$ cat config.mk
export PLATFORM = sky130hd
export DESIGN_NAME = uart_rx_frame_ctrl
export DESIGN_NICKNAME = d
export VERILOG_FILES = /design/src/rtl/uart_rx_frame_ctrl.sv
export SDC_FILE = /design/constraint.sdc
export NUM_CORES = 1
export LEC_CHECK = 0
export ABC_AREA = 0
export ABC_CLOCK_PERIOD_IN_PS = 2550
export CORE_AREA = 4 4 79 81
export DETAILED_ROUTE_END_ITERATION = 12
export DIE_AREA = 0 0 83 85
export PLACE_DENSITY = 0.71
export SYNTH_ARGS = -nofsm -noshare
export SYNTH_HDL_FRONTEND = slang
export SYNTH_SLANG_ARGS = --single-unit
$ cat constraint.sdc
create_clock -name iCLK -period 2.55 [get_ports iCLK]
set_clock_uncertainty 0.2 [all_clocks]
set_input_delay 0.765 -clock iCLK [delete_from_list [all_inputs] [get_ports iCLK]]
set_output_delay 0.765 -clock iCLK [all_outputs]
set_load 0.01 [all_outputs]
$ cat src/rtl/uart_rx_frame_ctrl.sv
// UART receive framer: 2-flop RX synchroniser, mid-bit sampling FSM, show-ahead RX FIFO, sticky flags.
// Define UART_RX_PARITY_EN to add a parity bit between data and stop (adds oPARITY_ERR).
module uart_rx_frame_ctrl #(
    parameter int CLOCK_PERIOD      = 10_000_000,
    parameter int BAUD_RATE         = 115_200,
    parameter int BAUD_PERIOD_COUNT = CLOCK_PERIOD / BAUD_RATE,
    parameter int HALF_PERIOD_COUNT = BAUD_PERIOD_COUNT / 2,
    parameter int FIFO_DEPTH        = 4,
    parameter int PARITY_ODD        = 0
) (
    input  logic                          iCLK,
    input  logic                          iRESETn,
    input  logic                          iUART_RX,
    input  logic                          iRX_EN,
    input  logic                          iRD_POP,
    input  logic                          iERR_CLR,
    output logic [7:0]                    oRX_DATA,
    output logic                          oRX_VALID,
    output logic                          oRX_FULL,
    output logic [$clog2(FIFO_DEPTH):0]   oRX_LEVEL,
    output logic                          oRX_BUSY,
    output logic                          oFRAME_ERR,
    output logic                          oOVERRUN
`ifdef UART_RX_PARITY_EN
    ,
    output logic                          oPARITY_ERR
`endif
);

    localparam int CNT_W = $clog2(BAUD_PERIOD_COUNT);
    localparam int PTR_W = $clog2(FIFO_DEPTH);
    localparam int LVL_W = PTR_W + 1;
    localparam logic [CNT_W-1:0] BAUD_LAST = CNT_W'(BAUD_PERIOD_COUNT - 1);
    localparam logic [CNT_W-1:0] HALF_LAST = CNT_W'(HALF_PERIOD_COUNT - 1);
    localparam logic [LVL_W-1:0] LVL_FULL  = LVL_W'(FIFO_DEPTH);

    typedef enum logic [2:0] {IDLE, START, DATA, PARITY, STOP} state_t;

    state_t             state_q, state_d;
    logic               rx_meta_q, rx_s_q;
    logic [CNT_W-1:0]   cnt_q, cnt_d;
    logic [2:0]         bit_cnt_q, bit_cnt_d;
    logic [7:0]         shift_q, shift_d;
    logic [7:0]         mem_q [FIFO_DEPTH];
    logic [PTR_W-1:0]   wr_ptr_q, wr_ptr_d, rd_ptr_q, rd_ptr_d;
    logic [LVL_W-1:0]   level_q, level_d;
    logic               frame_err_q, frame_err_d;
    logic               overrun_q, overrun_d;
    logic               sample_tick, stop_tick, push, push_ok, pop_ok;
`ifdef UART_RX_PARITY_EN
    logic               parity_err_q, parity_err_d;
    logic               parity_set;
`endif

    // State register, datapath and FIFO pointers
    always_ff @(posedge iCLK or negedge iRESETn) begin
        if (!iRESETn) begin
            rx_meta_q   <= 1'b1;
            rx_s_q      <= 1'b1;
            state_q     <= IDLE;
            cnt_q       <= '0;
            bit_cnt_q   <= '0;
            shift_q     <= '0;
            wr_ptr_q    <= '0;
            rd_ptr_q    <= '0;
            level_q     <= '0;
            frame_err_q <= 1'b0;
            overrun_q   <= 1'b0;
`ifdef UART_RX_PARITY_EN
            parity_err_q <= 1'b0;
`endif
        end else begin
            rx_meta_q   <= iUART_RX;
            rx_s_q      <= rx_meta_q;
            state_q     <= state_d;
            cnt_q       <= cnt_d;
            bit_cnt_q   <= bit_cnt_d;
            shift_q     <= shift_d;
            wr_ptr_q    <= wr_ptr_d;
            rd_ptr_q    <= rd_ptr_d;
            level_q     <= level_d;
            frame_err_q <= frame_err_d;
            overrun_q   <= overrun_d;
`ifdef UART_RX_PARITY_EN
            parity_err_q <= parity_err_d;
`endif
        end
    end

    // FIFO storage is not reset; the head is masked while empty
    always_ff @(posedge iCLK) begin
        if (push_ok) begin
            mem_q[wr_ptr_q] <= shift_q;
        end
    end

    // Next-state logic
    always_comb begin
        state_d = state_q;
        case (state_q)
            IDLE:   if (!rx_s_q) state_d = START;
            START:  if (cnt_q == HALF_LAST) state_d = rx_s_q ? IDLE : DATA;
`ifdef UART_RX_PARITY_EN
            DATA:   if (cnt_q == BAUD_LAST && bit_cnt_q == 3'd7) state_d = PARITY;
`else
            DATA:   if (cnt_q == BAUD_LAST && bit_cnt_q == 3'd7) state_d = STOP;
`endif
            PARITY: if (cnt_q == BAUD_LAST) state_d = STOP;
            STOP:   if (cnt_q == BAUD_LAST) state_d = IDLE;
            default: state_d = IDLE;
        endcase
        if (!iRX_EN) state_d = IDLE;
    end

    // Output / datapath logic
    always_comb begin
        sample_tick = (cnt_q == BAUD_LAST);
        if (state_q == IDLE || state_d != state_q || (state_q == DATA && sample_tick)) begin
            cnt_d = '0;
        end else begin
            cnt_d = cnt_q + 1'b1;
        end

        bit_cnt_d = (state_q == IDLE) ? 3'd0 : bit_cnt_q;
        shift_d   = shift_q;
        if (iRX_EN && state_q == DATA && sample_tick) begin
            shift_d[bit_cnt_q] = rx_s_q;
            bit_cnt_d          = bit_cnt_q + 1'b1;
        end

        stop_tick = iRX_EN && state_q == STOP && sample_tick;
        push      = stop_tick && rx_s_q;

        // Pop is applied before push, so a full FIFO can accept a byte on a pop cycle
        pop_ok   = iRD_POP && (level_q != '0);
        push_ok  = push && ((level_q != LVL_FULL) || pop_ok);
        rd_ptr_d = rd_ptr_q + PTR_W'(pop_ok);
        wr_ptr_d = wr_ptr_q + PTR_W'(push_ok);
        level_d  = level_q + LVL_W'(push_ok) - LVL_W'(pop_ok);

        frame_err_d = (stop_tick && !rx_s_q) ? 1'b1 : (iERR_CLR ? 1'b0 : frame_err_q);
        overrun_d   = (push && !push_ok)     ? 1'b1 : (iERR_CLR ? 1'b0 : overrun_q);
`ifdef UART_RX_PARITY_EN
        parity_set   = iRX_EN && state_q == PARITY && sample_tick &&
                       ((^shift_q ^ rx_s_q) != 1'(PARITY_ODD));
        parity_err_d = parity_set ? 1'b1 : (iERR_CLR ? 1'b0 : parity_err_q);
`endif
    end

    assign oRX_VALID  = (level_q != '0);
    assign oRX_FULL   = (level_q == LVL_FULL);
    assign oRX_LEVEL  = level_q;
    assign oRX_DATA   = oRX_VALID ? mem_q[rd_ptr_q] : 8'h00;
    assign oRX_BUSY   = (state_q != IDLE);
    assign oFRAME_ERR = frame_err_q;
    assign oOVERRUN   = overrun_q;
`ifdef UART_RX_PARITY_EN
    assign oPARITY_ERR = parity_err_q;
`endif

endmodule

==> results.json, run 1 <==
{
  "die-area_sq_um": 7060,
  "numPortBuffers": 21,
  "syn_area_sq_um": 2840,
  "worst_setup_path_end_kind": "output pin",
  "rows": 27,
  "grt_usage_pct": 15.7,
  "cts_tree": "yes",
  "ys.warnings.count": 0,
  "syn_to_final_growth_pct": 28.4,
  "crit_required_ns": 1.59,
  "firstDrtPassIters": 4,
  "h-tree-depth": 3,
  "drt_iter0_markers": 77,
  "rr_worst_depth": 9,
  "clk_pin_slew_ns": 0.07,
  "grt_max_degree": 33,
  "antenna_found_initial": 0,
  "ir_drop_uv": 372,
  "p_leak_nw": 1.58,
  "max_freq_mhz": 381,
  "drtAntennaViolNets": 0,
  "syn_nets": 221,
  "hp-class": "reg -> reg",
  "ys_ff_latch": 64,
  "startpoint_type": "flop",
  "ys_seq_area_share_pct": 62.1,
  "root_buffer": "clkbuf_8",
  "hold_end": "rx_s_q",
  "dieWidth_um": 83,
  "die_h_um": 85,
  "coreArea_sq_um": 5470,
  "cts-buffers-inserted": 9,
  "relSlewSlack_pct": 72.6,
  "fin_crit_ns": 2.62,
  "max-clock-path-buffers": 2,
  "io_pins": 22,
  "ys_types": 40,
  "maxCapViolCount": 0,
  "timing.hold.ws_ns": 0.160,
  "num_antenna_cells": 0,
  "run_status": "finished, violations left",
  "r2r_slack_ns": 0.11,
  "synthTopCellsByArea": "edfxtp_1, dfrtp_1, mux4_2, ha_1, and2_1",
  "drc": 0,
  "period_share_pct": 103,
  "syn_inst": 206,
  "final_hold_viol_count": 0,
  "drt_wl_total_mm": 5.09,
  "hold_path_depth": 0,
  "place_ws_ns": -0.355,
  "stdcell_count": 340,
  "violations": "negative setup slack",
  "yosysTopAreaCell": "edfxtp_1",
  "via_per_inst": 5.17,
  "tightest_slew_ns": 0.411,
  "start_util_pct": 51.9,
  "grt_pass1_wl_mm": 8.67,
  "overflow": 0,
  "hold_start": "rx_meta_q",
  "first_global_vias": 1834,
  "power_density_nw_per_um2": 582,
  "num_vias": 1758,
  "clock_latency_ns": 0.34,
  "nNetsFinal": 278,
  "cts_hold_buf": 0,
  "numClockSinks": 64,
  "rsz0062_at_grt": "yes",
  "wl_per_cell_um": 15.0,
  "syn_area_per_cell_sq_um": 13.8,
  "slew_violations": 0,
  "worst_slack_ns": -0.0714,
  "gp_congestion": 0.808,
  "fillers": 406,
  "place_inst": 322,
  "crit_arrival_ns": 1.66,
  "critPathKind": "reg -> out",
  "dp.final_hpwl_mm": 3.61,
  "finalSetupViolCount": 8,
  "crit_fanout": 8,
  "yosys.area.top_type_share_pct": 33.8,
  "fin_util_pct": 66.6,
  "drive_gt1_share_pct": 33.2,
  "reg2reg_from": "oRX_LEVEL[0]",
  "r2r_end": "oRX_LEVEL[2]"
}
registers in the layout (all words and copies together) (netlist names):
name        flops
rx_meta_q       1
wr_ptr_q        2
oFRAME_ERR      1
state_q         3
oRX_LEVEL       3
shift_q         8
mem_q          32
cnt_q           7
rd_ptr_q        2
rx_s_q          1
oOVERRUN        1
bit_cnt_q       3
cell families (layout without fill, tap and decap cells):
kind of cell	count (synthesis)	count (layout)	share of synthesized area (%)
and+or+nand+nor	72	72	14.7
AOI/OAI and AO/OA	15	15	3.52
buffers and inverters	21	83	2.91
muxes	16	16	9.78
adders and majority gates	9	9	4.23
DFF	64	64	62.1
xor gates and xnor gates	9	9	2.78
repair_timing:
action,CTS,global route
buffers inserted,1,1
endpoints found under the setup margin,11,14
cloned,0,0
resized for setup,35,15
pin swaps,8,6
cells in the mapped netlist (all sizes together):
library cell and n:
nor3b 3, nand2 7, nand4 1, xor2 6, clkbuf 6, mux2 8, nor3 10, edfxtp 32
nand4b 1, nor2b 3, nand3b 3, buf 3, nand2b 4, o32a 1, a21oi 2, or2 1
o21bai 1, nand3 11, o22a 2, a22oi 1, or4 2, xnor2 3, mux4 8, nor4bb 1
dfrtp 30, nor4 1, and4 1, and2 11, ha 8, dfstp 2, and3 2, a32o 1
o21ai 5, inv 12, o22ai 2, or3 1, nor2 9, fa 1
stage by stage:
step	cell area, sq um	total power [mW]	TNS, ns
finish	3650	2.12	-0.471
global route	3650	2.21	-1.13
CTS	3570	2.14	-0.715
detailed placement	3380	1.17	-8.64
global placement	3380	1.16	-6.14
floorplan	2850	1.13	0
layer usage:
metal | global-route usage (%) | share of wire, % | up-vias
li1 | - | - | 868
met1 | 18.6 | 43 | 860
met2 | 26.6 | 52 | 23
met3 | 5.63 | 3.5 | 7
met4 | 5.65 | 1.3 | 0
met5 | 0 | 0 | -
worst max path at each step:
stage,from,end,slack (ns),cells after the start
floorplan,cnt_q[1],mem_q[2][0],0.008,7
global placement,iRX_EN,oRX_LEVEL[2],-0.31,9
detailed placement,iRX_EN,oRX_LEVEL[2],-0.35,9
CTS,rd_ptr_q[0],oRX_DATA[0],-0.11,4
global route,rd_ptr_q[0],oRX_DATA[4],-0.15,4
finish,rd_ptr_q[0],oRX_DATA[6],-0.07,4
layout make-up:
type | instances | area [sq um] | area share (%)
Tap cell | 72 | 90.1 | 2.47
Multi-Input combinational cell | 121 | 1050 | 28.8
Inverter | 12 | 45.0 | 1.23
Sequential cell | 64 | 1760 | 48.4
Timing Repair Buffer | 55 | 472 | 12.9
Clock inverter | 7 | 103 | 2.81
Clock buffer | 9 | 124 | 3.40
critical path: stages (launching register included):
cell and delay (ns):
dfrtp_1 0.40, buf_12 0.15, mux4_2 0.48, and2_1 0.16, buf_2 0.13
power breakdown:
group          internal (mW)  leakage, nW  switching, mW
clock                  0.562        0.111          0.415
sequential              1.08        0.726        0.00331
combinational         0.0253        0.744         0.0336
total                   1.67         1.58          0.452
cells in the final DEF (no fill, tap or decap), drive strengths merged, types with 3 or more instances in the layout:
master         synthesis  final
mux2                   8      8
buf                    3     42
nand2b                 4      4
and2                  11     11
mux4                   8      8
clkbuf                 6      9
xnor2                  3      3
nand3                 11     11
nor3b                  3      3
o21ai                  5      5
dfrtp                 30     30
nand3b                 3      3
ha                     8      8
nor2                   9      9
nor2b                  3      3
edfxtp                32     32
nand2                  7      7
nor3                  10     10
clkdlybuf4s50          0      9
inv                   12     15
xor2                   6      6
No activity file was read; power rests on OpenSTA's default activity.
==> run 2: changes to the inputs <==
--- a/config.mk
+++ b/config.mk
@@ -7,9 +7,12 @@
 export LEC_CHECK = 0
 export ABC_AREA = 0
 export ABC_CLOCK_PERIOD_IN_PS = 2550
-export CORE_AREA = 4 4 79 81
+export CAP_MARGIN = 20
+export CELL_PAD_IN_SITES_DETAIL_PLACEMENT = 0
+export CELL_PAD_IN_SITES_GLOBAL_PLACEMENT = 2
+export CORE_AREA = 4 4 93 95
 export DETAILED_ROUTE_END_ITERATION = 12
-export DIE_AREA = 0 0 83 85
+export DIE_AREA = 0 0 97 99
 export PLACE_DENSITY = 0.71
 export SYNTH_ARGS = -nofsm -noshare
 export SYNTH_HDL_FRONTEND = slang
==> results.json, run 2 (synthesized netlist as in run 1, its figures left out) <==
{
  "die-area_sq_um": 9600,
  "overflow": 0,
  "numClockSinks": 64,
  "clk_pin_slew_ns": 0.07,
  "fillers": 693,
  "cts_hold_buf": 0,
  "root_buffer": "clkbuf_8",
  "slew_violations": 0,
  "gp_congestion": 0.737,
  "cts_tree": "yes",
  "timing.hold.ws_ns": 0.161,
  "period_share_pct": 103,
  "drc": 0,
  "dr_wl_met3_um": 188,
  "num_antenna_cells": 0,
  "grt_pass1_wl_mm": 8.82,
  "rsz0062_at_grt": "yes",
  "setup-tns-final_ns": -0.281,
  "drive_gt1_share_pct": 33.8,
  "first_global_vias": 1805,
  "hp-class": "reg -> reg",
  "dr_wl_met2_mm": 2.75,
  "worst_setup_path_end_kind": "output pin",
  "grt_usage_pct": 11.8,
  "power_density_nw_per_um2": 576,
  "largest_reg_flops": 32,
  "h-tree-depth": 3,
  "place_area_sq_um": 3410,
  "numPortBuffers": 21,
  "clock_latency_ns": 0.34,
  "num_vias": 1776,
  "wl_met1_mm": 2.25,
  "max-clock-path-buffers": 2,
  "firstDrtPassIters": 4,
  "start_util_pct": 36.8,
  "largest-register": "mem_q",
  "rows": 32,
  "wl_per_cell_um": 14.2,
  "max_freq_mhz": 383,
  "final_hold_viol_count": 0,
  "biggestRegsByFlops": "mem_q x32, shift_q x8, cnt_q x7",
  "final_common_cell": "edfxtp_1",
  "via_per_inst": 4.83,
  "postLayoutCellArea_sq_um": 3680,
  "coreArea_sq_um": 7730,
  "crit_arrival_ns": 1.65,
  "violations": "negative setup slack",
  "relSlewSlack_pct": 70.7,
  "worst_slack_ns": -0.0639,
  "cts-buffers-inserted": 9,
  "crit_fanout": 7,
  "antenna_found_initial": 0,
  "run_status": "finished, violations left",
  "finalSetupViolCount": 8,
  "p_leak_nw": 1.55,
  "syn_to_final_growth_pct": 29.4,
  "fin_crit_ns": 2.61,
  "grt_max_degree": 33,
  "drt_wl_total_mm": 5.24,
  "critPathKind": "reg -> out",
  "highest_layer": "met4",
  "layout_common_cells": "edfxtp_1, buf_4, dfrtp_1",
  "startpoint_type": "flop",
  "crit_required_ns": 1.59,
  "dieWidth_um": 97,
  "fin_util_pct": 47.6,
  "maxCapViolCount": 0,
  "ir_drop_uv": 321,
  "tightest_slew_ns": 0.437,
  "fin_total_pwr_mw": 2.12,
  "dp.final_hpwl_mm": 3.70,
  "die_h_um": 99,
  "drtAntennaViolNets": 0,
  "drt_iter0_markers": 39,
  "io_pins": 22,
  "nNetsFinal": 276
}
[run 2: cell type report]
class | count | area [sq um] | share of cell area, %
clock buffer | 9 | 124 | 3.37
sequential | 64 | 1770 | 48.0
inverter | 12 | 45.0 | 1.23
clock inverter | 7 | 103 | 2.79
tap | 102 | 128 | 3.47
timing repair buffer | 53 | 449 | 12.2
multi-input combinational | 121 | 1060 | 28.9
[run 2: through the flow]
| stage | worst slack (ns) | std cells |
|---|---|---|
| detailed placement | -0.367 | 351 |
| finish | -0.0639 | 368 |
| global route | -0.146 | 368 |
| floorplan | 0.00790 | 206 |
| global placement | -0.333 | 351 |
| CTS | -0.0961 | 368 |
[run 2: per-layer routing]
| layer | up-vias | GRT usage [%] |
|---|---|---|
| met2 | 20 | 19.7 |
| met5 | - | 0 |
| met3 | 5 | 4.03 |
| li1 | 861 | - |
| met4 | 0 | 5.18 |
| met1 | 890 | 13.9 |
[run 2: critical path, stage by stage, from the launching register on]
cell and delay [ns]:
dfrtp_1 0.39, buf_12 0.14, mux4_2 0.51, and2_1 0.15, buf_2 0.13
[run 2: repair_timing]
item,4_1_cts,5_1_grt
resized for setup,38,15
buffers inserted,2,0
cloned,0,0
setup endpoints to repair,12,10
pin swaps,9,5
[run 2: final timing paths]
| check | endpoint | start | depth (start not counted) | slack (ns) |
|---|---|---|---|---|
| worst max-delay path | oRX_DATA[0] | rd_ptr_q[0] | 4 | -0.06 |
| worst min-delay path | rx_s_q | rx_meta_q | 0 | 0.16 |
| worst max register to register | oRX_LEVEL[2] | oRX_LEVEL[2] | 9 | 0.14 |
| worst min register to register | rx_s_q | rx_meta_q | 0 | 0.16 |
| max in group asynchronous | rx_s_q | iRESETn | 2 | 1.18 |
| min in group asynchronous | oOVERRUN | iRESETn | 2 | 0.63 |
[run 2: power breakdown]
part | internal [mW] | switching (mW)
clock network | 0.560 | 0.413
registers | 1.08 | 0.00505
logic | 0.0242 | 0.0328
